## src/rtl/fpd_result_fifo_if.sv

```systemverilog
// Producer/consumer handshake bundle for fpd_result_fifo: divider results in, head entry out.
// The slave modport is the FIFO; the master modport is whatever drives and drains it.
interface fpd_result_fifo_if #(
  parameter int EXP_WIDTH      = 8,
  parameter int MANTISSA_WIDTH = 23
);
  localparam int W = 1 + EXP_WIDTH + MANTISSA_WIDTH;

  logic         valid_in;
  logic         ready_out;
  logic [W-1:0] fpd_in;
  logic         overflow_in;
  logic         underflow_in;
  logic         dbz_in;
  logic         valid_out;
  logic         ready_in;
  logic [W-1:0] result_out;
  logic         overflow_out;
  logic         underflow_out;
  logic         dbz_out;

  modport slave (
    input  valid_in, fpd_in, overflow_in, underflow_in, dbz_in, ready_in,
    output ready_out, valid_out, result_out, overflow_out, underflow_out, dbz_out
  );

  modport master (
    output valid_in, fpd_in, overflow_in, underflow_in, dbz_in, ready_in,
    input  ready_out, valid_out, result_out, overflow_out, underflow_out, dbz_out
  );
endinterface

```

## src/rtl/fpd_result_fifo.sv

```systemverilog
// DEPTH-entry result FIFO behind fp_divider with sticky exception status.
// Define FPD_EXC_COUNT_EN to add saturating per-flag exception counters.
module fpd_result_fifo #(
  parameter int EXP_WIDTH      = 8,
  parameter int MANTISSA_WIDTH = 23,
  parameter int DEPTH          = 4,
  parameter int CNT_WIDTH      = 16
) (
  input  logic                     clk_in,
  input  logic                     rst_n_in,
  fpd_result_fifo_if.slave         bus,
  input  logic                     clear_in,
  output logic [$clog2(DEPTH):0]   count_out,
  output logic [2:0]               exc_sticky_out
`ifdef FPD_EXC_COUNT_EN
  ,
  output logic [CNT_WIDTH-1:0]     ovf_cnt_out,
  output logic [CNT_WIDTH-1:0]     unf_cnt_out,
  output logic [CNT_WIDTH-1:0]     dbz_cnt_out
`endif
);

  localparam int W  = 1 + EXP_WIDTH + MANTISSA_WIDTH;
  localparam int EW = W + 3;
  localparam int AW = $clog2(DEPTH);
  localparam int CW = AW + 1;

  logic [EW-1:0] mem_q [DEPTH];
  logic [EW-1:0] mem_d [DEPTH];
  logic [AW-1:0] wr_ptr_q, wr_ptr_d;
  logic [AW-1:0] rd_ptr_q, rd_ptr_d;
  logic [CW-1:0] count_q, count_d;
  logic          ready_q, ready_d;
  logic [2:0]    sticky_q, sticky_d;
  logic [2:0]    flags_in;
  logic [EW-1:0] head;
  logic          not_empty;
  logic          push;
  logic          pop;

  assign flags_in  = {bus.dbz_in, bus.underflow_in, bus.overflow_in};
  assign not_empty = (count_q != '0);
  assign push      = bus.valid_in & ready_q;
  assign pop       = not_empty & bus.ready_in;

  always_comb begin
    wr_ptr_d = wr_ptr_q;
    rd_ptr_d = rd_ptr_q;
    count_d  = count_q;
    sticky_d = sticky_q;
    ready_d  = 1'b1;
    if (clear_in) begin
      wr_ptr_d = '0;
      rd_ptr_d = '0;
      count_d  = '0;
      sticky_d = '0;
    end else begin
      if (push) begin
        wr_ptr_d = wr_ptr_q + AW'(1);
        sticky_d = sticky_q | flags_in;
      end
      if (pop) begin
        rd_ptr_d = rd_ptr_q + AW'(1);
      end
      case ({push, pop})
        2'b10:   count_d = count_q + CW'(1);
        2'b01:   count_d = count_q - CW'(1);
        default: count_d = count_q;
      endcase
      ready_d = (count_d != CW'(DEPTH));
    end
  end

  always_comb begin
    for (int i = 0; i < DEPTH; i++) begin
      mem_d[i] = mem_q[i];
    end
    if (push && !clear_in) begin
      mem_d[wr_ptr_q] = {flags_in, bus.fpd_in};
    end
  end

  // Storage is deliberately left out of reset; only the bookkeeping is cleared.
  always_ff @(posedge clk_in) begin
    for (int i = 0; i < DEPTH; i++) begin
      mem_q[i] <= mem_d[i];
    end
  end

  always_ff @(posedge clk_in or negedge rst_n_in) begin
    if (!rst_n_in) begin
      wr_ptr_q <= '0;
      rd_ptr_q <= '0;
      count_q  <= '0;
      ready_q  <= 1'b0;
      sticky_q <= '0;
    end else begin
      wr_ptr_q <= wr_ptr_d;
      rd_ptr_q <= rd_ptr_d;
      count_q  <= count_d;
      ready_q  <= ready_d;
      sticky_q <= sticky_d;
    end
  end

  assign head              = not_empty ? mem_q[rd_ptr_q] : '0;
  assign bus.valid_out     = not_empty;
  assign bus.ready_out     = ready_q;
  assign bus.result_out    = head[W-1:0];
  assign bus.overflow_out  = head[W];
  assign bus.underflow_out = head[W+1];
  assign bus.dbz_out       = head[W+2];
  assign count_out         = count_q;
  assign exc_sticky_out    = sticky_q;

`ifdef FPD_EXC_COUNT_EN
  logic [CNT_WIDTH-1:0] ovf_cnt_q, ovf_cnt_d;
  logic [CNT_WIDTH-1:0] unf_cnt_q, unf_cnt_d;
  logic [CNT_WIDTH-1:0] dbz_cnt_q, dbz_cnt_d;

  function automatic logic [CNT_WIDTH-1:0] sat_inc(input logic [CNT_WIDTH-1:0] cnt,
                                                    input logic hit);
    if (hit && (cnt != '1)) return cnt + CNT_WIDTH'(1);
    return cnt;
  endfunction

  always_comb begin
    ovf_cnt_d = '0;
    unf_cnt_d = '0;
    dbz_cnt_d = '0;
    if (!clear_in) begin
      ovf_cnt_d = sat_inc(ovf_cnt_q, push & flags_in[0]);
      unf_cnt_d = sat_inc(unf_cnt_q, push & flags_in[1]);
      dbz_cnt_d = sat_inc(dbz_cnt_q, push & flags_in[2]);
    end
  end

  always_ff @(posedge clk_in or negedge rst_n_in) begin
    if (!rst_n_in) begin
      ovf_cnt_q <= '0;
      unf_cnt_q <= '0;
      dbz_cnt_q <= '0;
    end else begin
      ovf_cnt_q <= ovf_cnt_d;
      unf_cnt_q <= unf_cnt_d;
      dbz_cnt_q <= dbz_cnt_d;
    end
  end

  assign ovf_cnt_out = ovf_cnt_q;
  assign unf_cnt_out = unf_cnt_q;
  assign dbz_cnt_out = dbz_cnt_q;
`endif

endmodule
```

## src/flat_wrapper.sv

```systemverilog
// flat-port wrapper written by rule: the top's interface ports become plain ports
module fpd_result_fifo_flat 
#(
  parameter int EXP_WIDTH      = 8,
  parameter int MANTISSA_WIDTH = 23,
  parameter int DEPTH          = 4,
  parameter int CNT_WIDTH      = 16
)
  (clk_in, rst_n_in, clear_in, count_out, exc_sticky_out, bus_valid_in, bus_fpd_in, bus_overflow_in, bus_underflow_in, bus_dbz_in, bus_ready_in, bus_ready_out, bus_valid_out, bus_result_out, bus_overflow_out, bus_underflow_out, bus_dbz_out);
  fpd_result_fifo_if #(.EXP_WIDTH(EXP_WIDTH), .MANTISSA_WIDTH(MANTISSA_WIDTH)) bus_i ();
  input  logic clk_in;
  input  logic rst_n_in;
  input  logic clear_in;
  output logic [$clog2(DEPTH):0] count_out;
  output logic [2:0] exc_sticky_out;
  input wire logic [$bits(bus_i.valid_in)-1:0] bus_valid_in;
  input wire logic [$bits(bus_i.fpd_in)-1:0] bus_fpd_in;
  input wire logic [$bits(bus_i.overflow_in)-1:0] bus_overflow_in;
  input wire logic [$bits(bus_i.underflow_in)-1:0] bus_underflow_in;
  input wire logic [$bits(bus_i.dbz_in)-1:0] bus_dbz_in;
  input wire logic [$bits(bus_i.ready_in)-1:0] bus_ready_in;
  output wire logic [$bits(bus_i.ready_out)-1:0] bus_ready_out;
  output wire logic [$bits(bus_i.valid_out)-1:0] bus_valid_out;
  output wire logic [$bits(bus_i.result_out)-1:0] bus_result_out;
  output wire logic [$bits(bus_i.overflow_out)-1:0] bus_overflow_out;
  output wire logic [$bits(bus_i.underflow_out)-1:0] bus_underflow_out;
  output wire logic [$bits(bus_i.dbz_out)-1:0] bus_dbz_out;
  assign bus_i.valid_in = bus_valid_in;
  assign bus_i.fpd_in = bus_fpd_in;
  assign bus_i.overflow_in = bus_overflow_in;
  assign bus_i.underflow_in = bus_underflow_in;
  assign bus_i.dbz_in = bus_dbz_in;
  assign bus_i.ready_in = bus_ready_in;
  assign bus_ready_out = bus_i.ready_out;
  assign bus_valid_out = bus_i.valid_out;
  assign bus_result_out = bus_i.result_out;
  assign bus_overflow_out = bus_i.overflow_out;
  assign bus_underflow_out = bus_i.underflow_out;
  assign bus_dbz_out = bus_i.dbz_out;
  fpd_result_fifo #(.EXP_WIDTH(EXP_WIDTH), .MANTISSA_WIDTH(MANTISSA_WIDTH), .DEPTH(DEPTH), .CNT_WIDTH(CNT_WIDTH)) u_core (.clk_in(clk_in), .rst_n_in(rst_n_in), .bus(bus_i), .clear_in(clear_in), .count_out(count_out), .exc_sticky_out(exc_sticky_out));
endmodule
```

## config.mk

```make
export PLATFORM = sky130hd
export DESIGN_NAME = fpd_result_fifo_flat
export DESIGN_NICKNAME = d
export VERILOG_FILES = /design/src/rtl/fpd_result_fifo_if.sv /design/src/rtl/fpd_result_fifo.sv /design/src/flat_wrapper.sv
export SDC_FILE = /design/constraint.sdc
export NUM_CORES = 1
export LEC_CHECK = 0
export ABC_CLOCK_PERIOD_IN_PS = 2950
export CORE_AREA = 2 2 89 134
export CTS_CLUSTER_DIAMETER = 60
export DETAILED_ROUTE_END_ITERATION = 16
export DIE_AREA = 0 0 91 136
export PLACE_DENSITY_LB_ADDON = 0.2
export SLEW_MARGIN = 20
export SYNTH_ARGS = -nofsm -noshare
export SYNTH_HDL_FRONTEND = slang
export SYNTH_SLANG_ARGS = --single-unit
```

## constraint.sdc

```tcl
create_clock -name clk_in -period 2.95 [get_ports clk_in]
set_clock_uncertainty 0.05 [all_clocks]
set_input_delay 0.295 -clock clk_in [delete_from_list [all_inputs] [get_ports clk_in]]
set_output_delay 0.295 -clock clk_in [all_outputs]
set_load 0.05 [all_outputs]
```

# [After elaboration in Yosys (flattened, before gate mapping)]
# Memory sizes are Yosys's and may differ from the RTL's.
# Index checks and enable logic that the tools add are counted.
# W data, S select, Z words.
[totals] regBits=11 latchBits=0 ramBits=140 mem_bits_ro=0 input_bits=40 out_inout_bits=43 elab_cells=40 mem_count=1
[memory_table] memory="u_core.mem_q" depth=4 width=35 read_ports=5 rd_ports_with_merged_regs=0 wr=4 line="fpd_result_fifo.sv:28" source="logic [EW-1:0] mem_q [DEPTH];"
[op_classes] addsub=4 mul=0 div=0 magnitude_cmp=2 eq_ne=3 shifts=0 n_mux=15 bitwise=4 reduce_logical=6
[ops] operator="$bwmux W140" count=1
[ops] operator="$mux W140" count=1
[ops] operator="$demux W35 S2" count=1
[ops] operator="$mux W35" count=2
[ops] operator="$mux W3" count=4
[ops] operator="$mux W2" count=4
[ops] operator="$pmux W3 S2" count=1
[ops] operator="$add A2 B1 Y2 const B" count=2
[ops] operator="$reduce_bool A2 Y1" count=2
[ops] operator="$add A3 B1 Y3 const B" count=1
[ops] operator="$ge A3 B3 Y1 const B" count=1
[ops] operator="$lt A3 B1 Y1 const B" count=1
[ops] operator="$ne A3 B3 Y1 const B" count=1
[ops] operator="$not A2 Y3" count=1
[ops] operator="$or A3 B3 Y3" count=1
[ops] operator="$reduce_bool A3 Y1" count=1
[ops] operator="$sub A3 B1 Y3 const B" count=1
[ops] operator="$and A1 B1 Y1" count=2
[ops] operator="$eq A2 B1 Y1 const B" count=1
[ops] operator="$eq A2 B2 Y1 const B" count=1
[ops] operator="$logic_and A1 B1 Y1" count=2
[ops] operator="$logic_not A1 Y1" count=1
[ops] operator="$mux W1" count=1

# [Depth between registers and ports, before layout]
[depth] word_depth=7 mapped_depth=8 depth_no_buf=8

# [Worst setup path after synthesis]
# No wires, ideal clock.
[synth_timing] path_type="reg2reg" startpoint="reg u_core.count_q[0], in the netlist u_core.count_out[0]" endpoint="reg u_core.ready_q, in the netlist u_core.bus.ready_out" setup_time_ns=0.124 arrival_ns=2.294 t_required_ns=2.776 path_slack_ns=0.483 stages_incl_launch_ff=9 n_path_buf=0 synth_period_minus_slack_ns=2.467 cell_sequence="dfrtp_1 o31ai_1 inv_1 ha_1 inv_1 fa_1 xor2_1 or3_1 a211o_1"
[synth_between] elab_chain_len=7 elab_cells_between_ends=10 cone_classes="add/sub: 2; eq/ne: 3; mux: 3; bitwise: 1; reduce/logical: 1"
[synth_lines] item="start, declared" line="fpd_result_fifo.sv:32" source="logic [CW-1:0] count_q, count_d;"
[synth_lines] item="start signal, assigned" line="fpd_result_fifo.sv:100" source="count_q <= count_d;"
[synth_lines] item="$reduce_bool A3 Y1" line="fpd_result_fifo.sv:42" source="assign not_empty = (count_q != '0);"
[synth_lines] item="$and A1 B1 Y1" line="fpd_result_fifo.sv:44" source="assign pop = not_empty & bus.ready_in;"
[synth_lines] item="$eq A2 B1 Y1 / $eq A2 B2 Y1 (equally long branches)" line="fpd_result_fifo.sv:65" source="case ({push, pop})"
[synth_lines] item="$pmux W3 S2 *" line="fpd_result_fifo.sv:65"
[synth_lines] item="$mux W3 *" line="fpd_result_fifo.sv:52" source="if (clear_in) begin"
[synth_lines] item="$ne A3 B3 Y1 *" line="fpd_result_fifo.sv:70" source="ready_d = (count_d != CW'(DEPTH));"
[synth_lines] item="$mux W1 *" line="fpd_result_fifo.sv:52"
[synth_lines] item="net u_core.ready_d" line="fpd_result_fifo.sv:33" source="logic ready_q, ready_d;"
[synth_lines] item="end signal, assigned" line="fpd_result_fifo.sv:101" source="ready_q <= ready_d;"
[synth_lines] item="end, declared" line="fpd_result_fifo.sv:33"
# The timed path passes the listed nets; every way through them passes the cells marked *. The select of a mux whose other input is x is not followed.
# A chain may end at the register's enable or synchronous reset.

# [Worst setup path in the final report]
[layout_timing] startpoint="reg u_core.rd_ptr_q[0]" endpoint="out bus_result_out[3]"
[layout_between] elab_chain_len=2
[layout_lines] item="start, declared" line="fpd_result_fifo.sv:31" source="logic [AW-1:0] rd_ptr_q, rd_ptr_d;"
[layout_lines] item="start signal, assigned" line="fpd_result_fifo.sv:99" source="rd_ptr_q <= rd_ptr_d;"
[layout_lines] item="$mem_v2 Z4 W35"
[layout_lines] item="$mux W35" line="fpd_result_fifo.sv:106" source="assign head = not_empty ? mem_q[rd_ptr_q] : '0;"
[layout_lines] item="end, declared" line="flat_wrapper.sv:24" source="output wire logic [$bits(bus_i.result_out)-1:0] bus_result_out;"
# Every way passes these cells.

==> flow_summary_export.csv <==
group,metric,value,unit
routing,routed.top_layer,"met4",
final_layout,insertedDiodeCount,0,
placement,portBuffers,82,
clock_network,cts_sinks,151,
routing,postRouteAntennaNets,0,
sta,max_freq,349,MHz
routing,drt-vias-per-instance,5.40,
final_layout,area_growth,28.3,%
clock_network,cts_buffer_depth,2,
synth,avgSynthCellArea,21.0,sq um
clock_network,htree_levels,4,
sta,maxSlewHeadroom,64.2,%
routing,initialDrtViolationCount,163,
grt,grt_pass1_vias,3115,
floorplanning,rows,48,
final_layout,fillers,799,
critical_path,cp.required,2.61,ns
critical_path,critPathKind,"reg2out",
power,p_int,0.00507,W
synth,syn_inst,283,
clock_network,cts_root_buf,"clkbuf_16",
routing,drc,0,
synth,yosys-top-cells-area,"edfxtp_1 (71%), mux4_2 (11%), dfrtp_1 (4.6%)",
final_layout,final_nets,431,
floorplanning,core-area,11300,sq um
final_layout,drive_above_1_share,23.4,%
floorplanning,initial_utilization,52.6,%
power,sw_frac_of_total,34.5,%
synth,synth-edff-count,140,
sta,timing.setup.tns,0,ns
run,cap_violations,0,
routing,num_vias,2959,
synth,yosysTopAreaCell,"edfxtp_1",
critical_path,crit_path_end_kind,"output pin",
power,clockPowerShare,29.7,%
grt,grtUsageTotal,18.1,%
status,status,"finished clean",
power,netSwitchingPower,0.00267,W
power,p_seq_share,33.2,%
power,powerDensity,1020,nW/um^2
clock_network,postCtsSetupBuffers,0,
grt,grt_max_degree,32,
placement,dpl.hpwl,6470,um
clock_network,cts.clk_slew.worst_paths,0.06,ns
synth,ys_types,29,
critical_path,cp-start-kind,"flip-flop",
sta,fin_crit,2.87,ns
power,ir_drop,0.660,mV
sta,rsz0062_at_grt,"false",
floorplanning,ios,83,
grt,antenna_found_initial,0,
clock_network,post_cts_resize_count,0,
routing,first_pass_iters,4,
sta,hold_violations,0,
sta,period_share,97.1,%
sta,setup_viol_count_final,0,
floorplanning,dieArea,12400,sq um
power,cellLeakagePower,2.56,nW
synth,ys_warn_count,0,
sta,tightest_slew,0.537,ns
floorplanning,die_y,136,um
routing,met2_length,5590,um
synth,synth_top_area_share,70.8,%
synth,ys_seq_area_share,75.4,%
clock_network,cts_buffers,17,
clock_network,clkLatencyLatePin,0.41,ns
critical_path,crit_fanout,31,
final_layout,regArea,4480,sq um
floorplanning,die_w,91,um
power,p_comb_share,37.2,%
routing,met3WireLength,484,um
routing,drt-met1-wl,4310,um
synth,synth_top_flop_cell,"edfxtp_1",
worst_hold_path,hold_class,"in2async",
synth,syn_area,5940,sq um
critical_path,crit_arrival,2.52,ns
final_layout,multi_input_area,1340,sq um
final_layout,post_layout_nonfiller_instances,548,
clock_network,cts_tree,"done",
routing,routedWlPerCell,19.3,um
synth,synth_nets,329,
synth,ys_ff_latch,151,
placement,gp_congestion,0.739,
routing,wl,10600,um
synth,async_flop_share,7.28,%
grt,grt_pass1_wl,16300,um
clock_network,postCtsHoldBufs,0,
sta,timing.final.max_slew_violations,0,
placement,dp_cells,516,
grt,grt_remaining_overflow,0,
-- through the flow --
stage	total power [W]	setup slack (ns)	cell area (sq um)	utilization, %	hold slack [ns]
after floorplan	0.00466	0.483	5940	-	-0.0506
after global placement	0.00549	0.448	6980	61.8	0.439
after detailed placement	0.00553	0.401	6980	61.8	0.443
after CTS	0.00782	0.0439	7620	67.5	0.183
after global routing	0.00802	0.00273	7620	67.5	0.209
final	0.00774	0.0847	7620	67.5	0.178
-- cells by family after synthesis --
| logic type | count (synthesis) | share of synthesized area (%) |
|---|---|---|
| fa+ha+maj | 6 | 1.39 |
| compound gates | 10 | 1.01 |
| buf+inv | 20 | 2.19 |
| flops | 151 | 75.4 |
| simple gates | 56 | 5.61 |
| mux | 36 | 13.8 |
| xor+xnor | 4 | 0.590 |
-- metal layers --
metal / GRT usage, % / up-vias
li1: - / 1330
met1: 20.3 / 1539
met2: 32.1 / 75
met3: 5.60 / 15
met4: 7.32 / 0
met5: 0 / -
-- state kept, by name, indices dropped and copies added (netlist names) --
| name | cells |
|---|---|
| u_core.bus.ready_out | 1 |
| u_core.exc_sticky_out | 3 |
| u_core.mem_q | 140 |
| u_core.rd_ptr_q | 2 |
| u_core.wr_ptr_q | 2 |
| u_core.count_out | 3 |
-- synth_stat cells (all sizes together) (2+ instances only) --
cell      n
xor2      3
a31oi     3
nor2      7
buf       9
nand2     3
nor3      2
o21ai     2
edfxtp  140
mux4     35
dfrtp    11
or3       2
and2b     5
nor2b    32
clkbuf    4
ha        5
a21oi     3
inv       7
and2      4
-- worst max-delay path, cell delays in order (launching register included) --
cell	delay, ns
dfrtp_2	0.38
buf_12	0.27
mux4_1	0.59
nor2b_1	0.15
clkdlybuf4s50_1	0.71
-- power groups by stage --
| stage | clock (W) | sequential (W) | combinational (W) |
|---|---|---|---|
| 2_1_floorplan | 0 | 0.00265 | 0.00201 |
| 3_3_place_gp | 0 | 0.00260 | 0.00289 |
| 3_5_place_dp | 0 | 0.00261 | 0.00292 |
| 4_1_cts | 0.00232 | 0.00257 | 0.00292 |
| 5_1_grt | 0.00241 | 0.00258 | 0.00303 |
| 6_report | 0.00229 | 0.00257 | 0.00288 |
-- area by class of cell --
cell class	count	share of cell area, %
flip-flops and latches	151	58.8
multi-input cells	112	17.6
repair buffers	96	12.4
clock buffers	18	5.63
clock inverters	14	2.71
well taps	150	2.46
inverters	7	0.345
-- layout by cell type (no fill, tap or decap), types with 2 or more instances in the layout --
master,netlist,routed
buf_12,2,4
mux4_2,30,30
bufinv_16,0,5
nand2_1,3,3
nor2_1,7,7
clkbuf_16,0,17
clkdlybuf4s50_1,0,70
or3_1,2,2
buf_4,0,22
ha_1,5,5
clkinvlp_4,0,5
xor2_1,3,3
nor2b_1,32,32
mux4_1,5,5
o21ai_0,2,2
clkinv_2,0,3
edfxtp_1,140,140
dfrtp_2,0,2
a31oi_1,3,3
and2_2,0,4
inv_1,7,7
dfrtp_1,11,9
a21oi_1,3,3
and2b_1,5,5
-- worst paths after layout --
path                                           from                  endpoint  slack, ns  cells past startpoint
setup / recovery                 u_core.rd_ptr_q[0]         bus_result_out[3]       0.08                      4
hold / removal                             rst_n_in       u_core.count_out[2]       0.18                      1
setup reg to reg                u_core.count_out[0]      u_core.bus.ready_out       0.63                      8
hold reg to reg            u_core.exc_sticky_out[2]  u_core.exc_sticky_out[2]       0.45                      2
max in group asynchronous                  rst_n_in        u_core.rd_ptr_q[1]       2.30                      1
min in group clk_in        u_core.exc_sticky_out[2]  u_core.exc_sticky_out[2]       0.45                      2
No activity file was read; power rests on OpenSTA's default activity.
==> patch: new RTL, same flow settings <==
`MANTISSA_WIDTH` is set to 23 in 3 places; all go to 21.
--- a/src/rtl/fpd_result_fifo_if.sv
+++ b/src/rtl/fpd_result_fifo_if.sv
@@ -2,7 +2,7 @@
 // The slave modport is the FIFO; the master modport is whatever drives and drains it.
 interface fpd_result_fifo_if #(
   parameter int EXP_WIDTH      = 8,
-  parameter int MANTISSA_WIDTH = 23
+  parameter int MANTISSA_WIDTH = 21
 );
   localparam int W = 1 + EXP_WIDTH + MANTISSA_WIDTH;
 
--- a/src/rtl/fpd_result_fifo.sv
+++ b/src/rtl/fpd_result_fifo.sv
@@ -2,7 +2,7 @@
 // Define FPD_EXC_COUNT_EN to add saturating per-flag exception counters.
 module fpd_result_fifo #(
   parameter int EXP_WIDTH      = 8,
-  parameter int MANTISSA_WIDTH = 23,
+  parameter int MANTISSA_WIDTH = 21,
   parameter int DEPTH          = 4,
   parameter int CNT_WIDTH      = 16
 ) (
--- a/src/flat_wrapper.sv
+++ b/src/flat_wrapper.sv
@@ -2,7 +2,7 @@
 module fpd_result_fifo_flat 
 #(
   parameter int EXP_WIDTH      = 8,
-  parameter int MANTISSA_WIDTH = 23,
+  parameter int MANTISSA_WIDTH = 21,
   parameter int DEPTH          = 4,
   parameter int CNT_WIDTH      = 16
 )
Ports: changed (resized bus_fpd_in and bus_result_out); port bits go from 83 to 79. No check against the original RTL was run, so the function may have changed too.
==> patch against the unedited design <==
Die area unchanged; worst setup slack gained 0.085 ns; routed wire length is 3.6% lower; sequential cell count down 8; cell area decreased by 2.8%; synthesized area shrank 4.1%; synthesized cell count decreased by 4.6%; total power is 0.53% higher; largest cell class unchanged.
==> patch: results (changes against the unedited design) <==
grt_pass1_wl_mm: 15.89  # -2.6%
routed-wl-met2_mm: 5.850  # +4.7%
grt.total_usage_pct: 17.56  # -0.50 points
dr.first_iter.drc_count: 215  # +32%
fmax_mhz: 359.7  # +3.1%
filler_cell_count: 821  # +2.8%
wl_per_cell_um: 19.25  # -0.33%
grt_max_degree: 37  # +16%
relSlewSlack_pct: 64.36  # +0.14 points
crit_arrival_ns: 2.43  # -0.09 ns
grt_pass1_vias: 3052  # -2.0%
synthDistinctLibCells: 30  # +3.4%
finalNetCount: 411  # -4.6%
postPlaceCellArea_um2: 6708  # -3.9%
routed_wl_mm: 10.20  # -3.6%
place_inst: 498  # -3.5%
p_leak_nw: 2.487  # -2.8%
synthCells: 270  # -4.6%
io_buffers: 78  # -4.9%
layout-drive-gt1-share_pct: 25.79  # +2.4 points
outcome: "complete, no violations"
via_per_inst: 5.253  # -2.7%
dp_hpwl_mm: 6.320  # -2.3%
synth_top_cells_by_count: "edfxtp_1 (132), mux4_2 (33), nor2b_1 (25)"
synth_edf_count: 132  # -5.7%
drt-met1-wl_mm: 3.823  # -11%
async_reset_ff_share_pct: 7.692  # +0.41 points
[patch: cell count changes after synthesis, sizes merged]
cell and delta:
clkbuf -2, edfxtp -8, nor2b +3, mux4 -2, and2b -5, buf +1
[patch: cell families after synthesis]
logic type      Yosys count  synth area share (%)
buf+inv                  19                 2.330
xor+xnor                  4                0.6156
flops                   143                 74.48
compound gates           10                 1.055
fa+ha+maj                 6                 1.451
mux                      34                 13.23
simple gates             54                 6.836
[patch: layout make-up]
class                   instances  area (µm²)  area share, %
flip-flops and latches        143        4244          57.33
repair buffers                 90       920.9          12.44
clock inverters                14       264.0          3.566
inverters                       7       26.28         0.3549
clock buffers                  18       429.2          5.797
well taps                     150       187.7          2.535
multi-input cells             108        1331          17.98
[patch: report_power, final]
part           switching (mW)  total (mW)  internal (mW)
Clock                   0.772        2.44           1.67
Sequential              0.102        2.45           2.35
Combinational            1.74        2.88           1.14
Total                    2.62        7.78           5.16
[patch: per-stage QoR]
step | hold slack (ns) | setup WS [ns]
5_1_grt | 0.2292 | 0.05182
3_3_place_gp | 0.4527 | 0.3354
2_1_floorplan | -0.05059 | 0.4825
6_report | 0.1898 | 0.1702
3_5_place_dp | 0.4645 | 0.3282
4_1_cts | 0.1933 | 0.1203
[patch: final timing paths]
check / to / slack, ns / cells after the start
min: u_core.exc_sticky_out[2] / 0.19 / 1
min reg2reg: u_core.exc_sticky_out[1] / 0.48 / 2
max in group asynchronous: u_core.rd_ptr_q[1] / 2.26 / 1
max reg2reg: u_core.bus.ready_out / 0.64 / 8
max: bus_result_out[23] / 0.17 / 4
min in group clk_in: u_core.mem_q[2][8] / 0.48 / 1
[patch: routing by layer]
metal | GRT usage [%] | up-vias
li1 | - | 1263
met1 | 19.11 | 1438
met2 | 32.47 | 77
met3 | 5.599 | 6
met4 | 5.471 | 0
met5 | 0 | -
